### src/rtl/aes_mode_ctrl.sv
// Block-cipher mode controller: sequences ECB/CBC/CTR messages through a
// single-block cipher core with valid/ready streaming on input and output.
module aes_mode_ctrl #(
  parameter int unsigned BLOCK_W = 128,
  parameter int unsigned KEY_W   = 128,
  parameter int unsigned CTR_W   = 32
) (
  input  logic               clk_i,
  input  logic               rst_i,
  input  logic               start_i,
  input  logic [1:0]         mode_i,
  input  logic               encdec_i,
  input  logic [KEY_W-1:0]   key_i,
  input  logic [BLOCK_W-1:0] iv_i,
  input  logic               din_valid_i,
  output logic               din_ready_o,
  input  logic [BLOCK_W-1:0] din_data_i,
  input  logic               din_last_i,
  output logic               dout_valid_o,
  input  logic               dout_ready_i,
  output logic [BLOCK_W-1:0] dout_data_o,
  output logic               dout_last_o,
  output logic               core_on_o,
  output logic               core_encdec_o,
  output logic [KEY_W-1:0]   core_key_o,
  output logic [BLOCK_W-1:0] core_block_o,
  input  logic               core_ready_i,
  input  logic [BLOCK_W-1:0] core_result_i,
  input  logic               core_result_valid_i,
  output logic               busy_o,
  output logic               err_o
);

  localparam logic [1:0] MODE_ECB = 2'd0;
  localparam logic [1:0] MODE_CBC = 2'd1;
  localparam logic [1:0] MODE_CTR = 2'd2;
  localparam logic [1:0] MODE_BAD = 2'd3;

  // Only the low CTR_W bits of the counter block increment; upper bits are fixed.
  localparam logic [BLOCK_W-1:0] CTR_MASK = {BLOCK_W{1'b1}} >> (BLOCK_W - CTR_W);

  typedef enum logic [2:0] {IDLE, WAIT_IN, ISSUE, WAIT_CORE, OUT} state_e;

  state_e               state_q, state_d;
  logic [1:0]           mode_q, mode_d;
  logic                 core_encdec_q, core_encdec_d;
  logic [KEY_W-1:0]     key_q, key_d;
  logic [BLOCK_W-1:0]   chain_q, chain_d;
  logic [BLOCK_W-1:0]   ctr_q, ctr_d;
  logic [BLOCK_W-1:0]   din_q, din_d;
  logic                 last_q, last_d;
  logic [BLOCK_W-1:0]   core_block_q, core_block_d;
  logic                 core_on_q, core_on_d;
  logic [BLOCK_W-1:0]   dout_data_q, dout_data_d;
  logic                 dout_last_q, dout_last_d;
  logic                 dout_valid_q, dout_valid_d;
  logic                 din_ready_q, din_ready_d;
  logic                 busy_q, busy_d;
  logic                 err_q, err_d;

  // Next-state and datapath decode.
  always_comb begin
    state_d       = state_q;
    mode_d        = mode_q;
    core_encdec_d = core_encdec_q;
    key_d         = key_q;
    chain_d       = chain_q;
    ctr_d         = ctr_q;
    din_d         = din_q;
    last_d        = last_q;
    core_block_d  = core_block_q;
    core_on_d     = 1'b0;
    dout_data_d   = dout_data_q;
    dout_last_d   = dout_last_q;
    err_d         = 1'b0;

    case (state_q)
      IDLE: begin
        if (start_i) begin
          if (mode_i == MODE_BAD) begin
            err_d = 1'b1;
          end else begin
            mode_d        = mode_i;
            core_encdec_d = (mode_i == MODE_CTR) ? 1'b1 : encdec_i;
            key_d         = key_i;
            chain_d       = iv_i;
            ctr_d         = iv_i;
            state_d       = WAIT_IN;
          end
        end
      end
      WAIT_IN: begin
        if (din_valid_i) begin
          din_d  = din_data_i;
          last_d = din_last_i;
          case (mode_q)
            MODE_CBC: core_block_d = core_encdec_q ? (din_data_i ^ chain_q) : din_data_i;
            MODE_CTR: core_block_d = ctr_q;
            default:  core_block_d = din_data_i;
          endcase
          // Start pulse is registered, so it lands in the first ISSUE cycle.
          core_on_d = core_ready_i;
          state_d   = ISSUE;
        end
      end
      ISSUE: begin
        if (core_on_q) begin
          state_d = WAIT_CORE;
        end else begin
          core_on_d = core_ready_i;
        end
      end
      WAIT_CORE: begin
        if (core_result_valid_i) begin
          case (mode_q)
            MODE_CBC: dout_data_d = core_encdec_q ? core_result_i : (core_result_i ^ chain_q);
            MODE_CTR: dout_data_d = din_q ^ core_result_i;
            default:  dout_data_d = core_result_i;
          endcase
          dout_last_d = last_q;
          state_d     = OUT;
        end
      end
      OUT: begin
        if (dout_ready_i) begin
          if (mode_q == MODE_CBC) begin
            chain_d = core_encdec_q ? dout_data_q : din_q;
          end
          if (mode_q == MODE_CTR) begin
            ctr_d = (ctr_q & ~CTR_MASK) | ((ctr_q + BLOCK_W'(1)) & CTR_MASK);
          end
          state_d = last_q ? IDLE : WAIT_IN;
        end
      end
      default: state_d = IDLE;
    endcase

    din_ready_d  = (state_d == WAIT_IN);
    dout_valid_d = (state_d == OUT);
    busy_d       = (state_d != IDLE);
  end

  // State and output registers.
  always_ff @(posedge clk_i) begin
    if (rst_i) begin
      state_q       <= IDLE;
      mode_q        <= MODE_ECB;
      core_encdec_q <= 1'b0;
      key_q         <= '0;
      chain_q       <= '0;
      ctr_q         <= '0;
      din_q         <= '0;
      last_q        <= 1'b0;
      core_block_q  <= '0;
      core_on_q     <= 1'b0;
      dout_data_q   <= '0;
      dout_last_q   <= 1'b0;
      dout_valid_q  <= 1'b0;
      din_ready_q   <= 1'b0;
      busy_q        <= 1'b0;
      err_q         <= 1'b0;
    end else begin
      state_q       <= state_d;
      mode_q        <= mode_d;
      core_encdec_q <= core_encdec_d;
      key_q         <= key_d;
      chain_q       <= chain_d;
      ctr_q         <= ctr_d;
      din_q         <= din_d;
      last_q        <= last_d;
      core_block_q  <= core_block_d;
      core_on_q     <= core_on_d;
      dout_data_q   <= dout_data_d;
      dout_last_q   <= dout_last_d;
      dout_valid_q  <= dout_valid_d;
      din_ready_q   <= din_ready_d;
      busy_q        <= busy_d;
      err_q         <= err_d;
    end
  end

  assign din_ready_o   = din_ready_q;
  assign dout_valid_o  = dout_valid_q;
  assign dout_data_o   = dout_data_q;
  assign dout_last_o   = dout_last_q;
  assign core_on_o     = core_on_q;
  assign core_encdec_o = core_encdec_q;
  assign core_key_o    = key_q;
  assign core_block_o  = core_block_q;
  assign busy_o        = busy_q;
  assign err_o         = err_q;

endmodule

### config.mk
export PLATFORM = sky130hd
export DESIGN_NAME = aes_mode_ctrl
export DESIGN_NICKNAME = d
export VERILOG_FILES = /design/src/rtl/aes_mode_ctrl.sv
export SDC_FILE = /design/constraint.sdc
export NUM_CORES = 2
export LEC_CHECK = 0
export ABC_AREA = 0
export CAP_MARGIN = 20
export CORE_AREA = 2 2 360 362
export DETAILED_ROUTE_END_ITERATION = 10
export DIE_AREA = 0 0 362 364
export GPL_TIMING_DRIVEN = 0
export PLACE_DENSITY_LB_ADDON = 0.08
export SETUP_SLACK_MARGIN = 0.05
export SLEW_MARGIN = 0
export SYNTH_ARGS = -nofsm -noshare
export SYNTH_HDL_FRONTEND = slang
export SYNTH_SLANG_ARGS = --single-unit
### constraint.sdc
create_clock -name clk_i -period 6.52 [get_ports clk_i]
set_clock_uncertainty 0.1 [all_clocks]
set_input_delay 0.978 -clock clk_i [delete_from_list [all_inputs] [get_ports clk_i]]
set_output_delay 0.978 -clock clk_i [all_outputs]
set_load 0.02 [all_outputs]
Word level (Yosys, flattened, before mapping). Cells that the tools add are included. Widths: inputs -> output; s select.

Register bits after elaboration: 781. Bits of input ports: 523. Output and inout port bits: 391. Logic and storage cells: 74.

Add/sub/neg operators: 1. Eq/ne operators: 15. Mux-type cells: 26. Bitwise operators: 7. Reductions and logical operators: 9.

Operators with widths (count): $mux 128 (9); $pmux 128 s2 (4); $xor 128x128->128 (3); $or 128x32->128 (1); $add 32x1->32 const B (1); $mux 3 (6); $pmux 3 s5 (1); $ne 2x2->1 const B (5); $reduce_and 5->1 (2); $eq 2x2->1 const B (3); $eq 3x1->1 const B (2); $eq 3x2->1 const B (2); $eq 3x3->1 const B (2); $mux 1 (5); $reduce_and 2->1 (2); $logic_not 3->1 (1); $not 1->1 (3); $reduce_and 3->1 (1); $reduce_bool 3->1 (1); $reduce_or 3->1 (1); $eq 2x1->1 const B (1); $pmux 1 s2 (1); $reduce_bool 2->1 (1).

Depth between registers and ports, before layout.
Word-level depth: 5. Mapped depth: 11. Depth with buffers taken out: 7.

Worst setup path after synthesis. OpenSTA, ideal clock, no wires.

Kind: input to register. From: input start_i. To: register chain_q[107]. Setup time: 0.070 ns. Arrival time: 2.235 ns. Data required time: 6.350 ns. Setup slack: 4.115 ns. Cell stages on the path: 7. Path through: nor2b_1 -> and2_1 -> o21ai_0 -> clkbuf_1 -> clkbuf_1 -> nand2_1 -> a21oi_1.

Cells in the longest elaborated chain, start to end: 2.

RTL lines: start, declared (RTL line 10) `input logic start_i,`; $ne 2x2->1 (no source line); $reduce_and 5->1 (no source line); end signal, assigned (RTL line 167) `chain_q <= chain_d;`; end, declared (RTL line 48) `logic [BLOCK_W-1:0] chain_q, chain_d;`.

No other way between the ends. A chain may end at the register's enable or synchronous reset.

Final worst setup path.
From: register mode_q[0]. To: register core_block_q[34], in the netlist core_block_o[34].

Cells in the longest elaborated chain, start to end: 2.

RTL lines: start, declared (RTL line 45) `logic [1:0] mode_q, mode_d;`; start signal, assigned (RTL line 164) `mode_q <= mode_d;`; $eq 2x2->1 or $eq 2x1->1 (tied branches) (RTL line 96) `case (mode_q)`; $pmux 128 s2 * (RTL line 96); end signal, assigned (RTL line 171) `core_block_q <= core_block_d;`; end, declared (RTL line 52) `logic [BLOCK_W-1:0] core_block_q, core_block_d;`.

Every way passes the cells marked *; elsewhere a longest branch is shown, timed or not.

==> metrics.md <==
| Metric | Value |
|---|---|
| Status | complete, no violations |
| Post-CTS Resized | 0 |
| Maximum vdd drop | 0.2231 mV |
| CP startpoint kind | flop |
| Clock sinks | 781 |
| Area of the core | between 100000 and 150000 µm² |
| Initial antenna violation count | 49 |
| Max_cap viols | 0 |
| Post-CTS setup buffers | 0 |
| Syn_area_per_cell | 7.404 µm² |
| Drt first-iter violations | 4864 |
| Synth area leaders | dfxtp_1 (40%), nand2_1 (11%), a21oi_1 (10%) |
| Worst slew pin tran | approximately 1.1 ns |
| Crit path max-delay family | buffers and inverters |
| Endpoints failing hold | 0 |
| Total CTS buffers | 96 |
| Critical Path, Cell by Cell | inv_1, ha_1, clkbuf_1, buf_2, clkbuf_1, buf_8, clkbuf_1, a32oi_1, o221ai_1, o21ai_0, nor2_1 |
| Post-synth EDFFs | 0 |
| DRC | 0 |
| H-Tree Depth | 3 |
| All-Layer GR Usage | 0.3055 |
| WP data arrival | 4.62 ns |
| GRT overflow | 0 |
| DPL Wire Length | 164.8 mm |
| Share of cells above drive strength 1 | 0.04620 |
| Post-Layout Inst Area | around 53000 µm² |
| Synth Net Count | 5741 |
| Cell count after synthesis | 5215 |
| Drt wl/cell | 26.22 µm |
| Most Crowded Layer GR | met2 |
| Root buffer cell | clkbuf_16 |
| Post-synthesis sequential area ratio | 0.4050 |
| CP max stage cell | buf_2 |
| Pre-Repair DR Iteration Count | 6 |
| Worst path max stage delay | 0.71 ns |
| Worst Setup Path Type | reg -> reg |
| Met2 Resource Use GR | 0.5020 |
| Worst Hold Class | reg -> reg |
| Final Max Slew Viols | 0 |
| Synth-to-layout area growth | 38.52% |
| Initial Utilization | 0.3009 |
| CP endpoint kind | flop |
| Final GP Congestion | 0.9366 |
| Number of vias per cell | 5.498 |
| CP max FO | 10 |
| Seq cells post-synth | 781 |
| P_leak | 17.19 nW |
| Die Y | about 360 µm |
| Cell Pwr Density | 251.2 nW/µm² |
| CP bufs+invs | 6 |
| Commonest cells in the netlist | nand2_1 (1126), dfxtp_1 (781), a21oi_1 (776) |
| Critical Path Most Common Cell | clkbuf_1 |
| RSZ-0062 raised after global routing | false |
| Max Clk Rate | ~250 MHz |
| CTS tree | done |
| Ports | 914 |
| Yosys warnings | 0 |
| Global-route wire length before repair | between 200 and 300 mm |
| Clock slew at reported path FFs | 0.06 ns |
| Largest net degree at the start of global routing | 15 |
| Antenna Nets Post-Route | 0 |
| Post-DP Area | 50180 µm² |
| Hold buffer count at cts | 0 |
| Synth Cell Area | 38610 µm² |
| GR Util met1 | 0.3948 |
| Vias post-DR | 44.11k |
| Fin crit share | 0.6211 |
| Netlist cell types | between 60 and 70 |
| Final setup violating endpoints | 0 |
| Input/output buffers | 912 |
| Fin nets | 6769 |
| Max_slew headroom | 0.2827 |
| # rows | 132 |
| CTS Buffer Depth | 3 |
| Tmin final | a little over 4 ns |
| Setup TNS | 0 ns |
| Die area | 131800 µm² |
| Top-count cell post-synth | nand2_1 |
| Die Span X | between 300 and 400 µm |
| Skew-Pair Late Insertion Delay | 0.74 ns |
| Vias in the first global route | 41.40k |
| WL final | around 210 mm |
| Yosys top cell area share | 0.4050 |
| Worst EP required | 7.09 ns |
| Met3 GRT Util | 0.06418 |
| Leading area contributor after synthesis | dfxtp_1 |
| Most used DFF post-synth | dfxtp_1 |
| Async set-reset flop share out of synthesis | 0 |
==> layout by cell type (no fill, tap or decap), types with 130 or more instances in the layout <==
| cell | instances |
|---|---|
| nand2_1 | 1126 |
| clkdlybuf4s50_1 | 912 |
| nor3_1 | 142 |
| a22oi_1 | 130 |
| dfxtp_1 | 781 |
| a21oi_1 | 776 |
| inv_1 | 262 |
| nor2_1 | 302 |
| o21ai_0 | 164 |
| o211ai_1 | 226 |
| clkbuf_1 | 398 |
==> worst reg2reg max path: stages (launching register included) <==
cell	delay (ns)
dfxtp_1	0.33
inv_1	0.06
ha_1	0.13
clkbuf_1	0.67
buf_2	0.71
clkbuf_1	0.47
buf_8	0.24
clkbuf_1	0.43
a32oi_1	0.09
o221ai_1	0.48
o21ai_0	0.17
nor2_1	0.10
==> flip-flops by register name (all words and copies together) (netlist names), 2 cells and up <==
name,flops
chain_q,128
core_block_o,128
core_key_o,128
ctr_q,128
din_q,128
dout_data_o,128
mode_q,2
state_q,3
==> kinds of logic (layout without fill, tap and decap cells) <==
| group | count (synthesis) | after routing | share of synthesized area |
|---|---|---|---|
| simple gates | 1786 | 1786 | 0.1938 |
| fa+ha+maj | 3 | 3 | 0.0009723 |
| other cells | 0 | 26 | 0 |
| buf+inv | 772 | 1878 | 0.07820 |
| compound gates | 1849 | 1849 | 0.3159 |
| flops | 781 | 781 | 0.4050 |
| mux | 24 | 24 | 0.006254 |
==> path summary, 6_finish.rpt <==
| kind | from | endpoint | slack [ns] | depth (start not counted) |
|---|---|---|---|---|
| max reg2reg | mode_q[0] | core_block_o[34] | 2.47 | 11 |
| min reg2reg | core_key_o[51] | core_key_o[51] | 0.35 | 2 |
| max | mode_q[0] | core_block_o[34] | 2.47 | 11 |
| min | core_key_o[51] | core_key_o[51] | 0.35 | 2 |
==> per-layer routing <==
| layer | part of all wire | vias to the layer above |
|---|---|---|
| li1 | - | 20666 |
| met4 | 0.034 | 12 |
| met3 | 0.080 | 326 |
| met2 | 0.47 | 1993 |
| met5 | 0.00034 | - |
| met1 | 0.42 | 21108 |
==> stage by stage <==
step / power (mW) / utilization / setup WS (ns) / hold slack, ns / cells
finish: 13.44 / 0.4168 / 2.470 / 0.3531 / 8022
global route: 13.90 / 0.4166 / 2.325 / 0.3688 / 8015
CTS: 13.48 / 0.4163 / 2.374 / 0.3542 / 7996
detailed placement: 7.928 / 0.3911 / 2.195 / 0.3461 / 7820
global placement: 7.884 / 0.3883 / 0.9568 / 0.3414 / 7802
floorplan: 6.546 / - / 4.115 / 0.3360 / 5215
==> layout make-up <==
type / count / area, µm²
clock buffer: 143 / 2869
clock inverter: 33 / 365.4
buffer: 510 / 2059
tap: 1675 / 2096
fill: 13339 / 74850
antenna: 26 / 65.06
inverter: 262 / 983.4
sequential: 781 / 15640
timing repair buffer: 930 / 9449
multi-input combinational: 3662 / 19960
==> where the power goes <==
group / internal, mW / switching [mW] / total, mW
registers: 5.02 / 0.231 / 5.25
logic: 0.983 / 1.63 / 2.61
clock network: 3.21 / 2.36 / 5.57
total: 9.21 / 4.22 / 13.4
No activity file was read; power rests on OpenSTA's default activity.
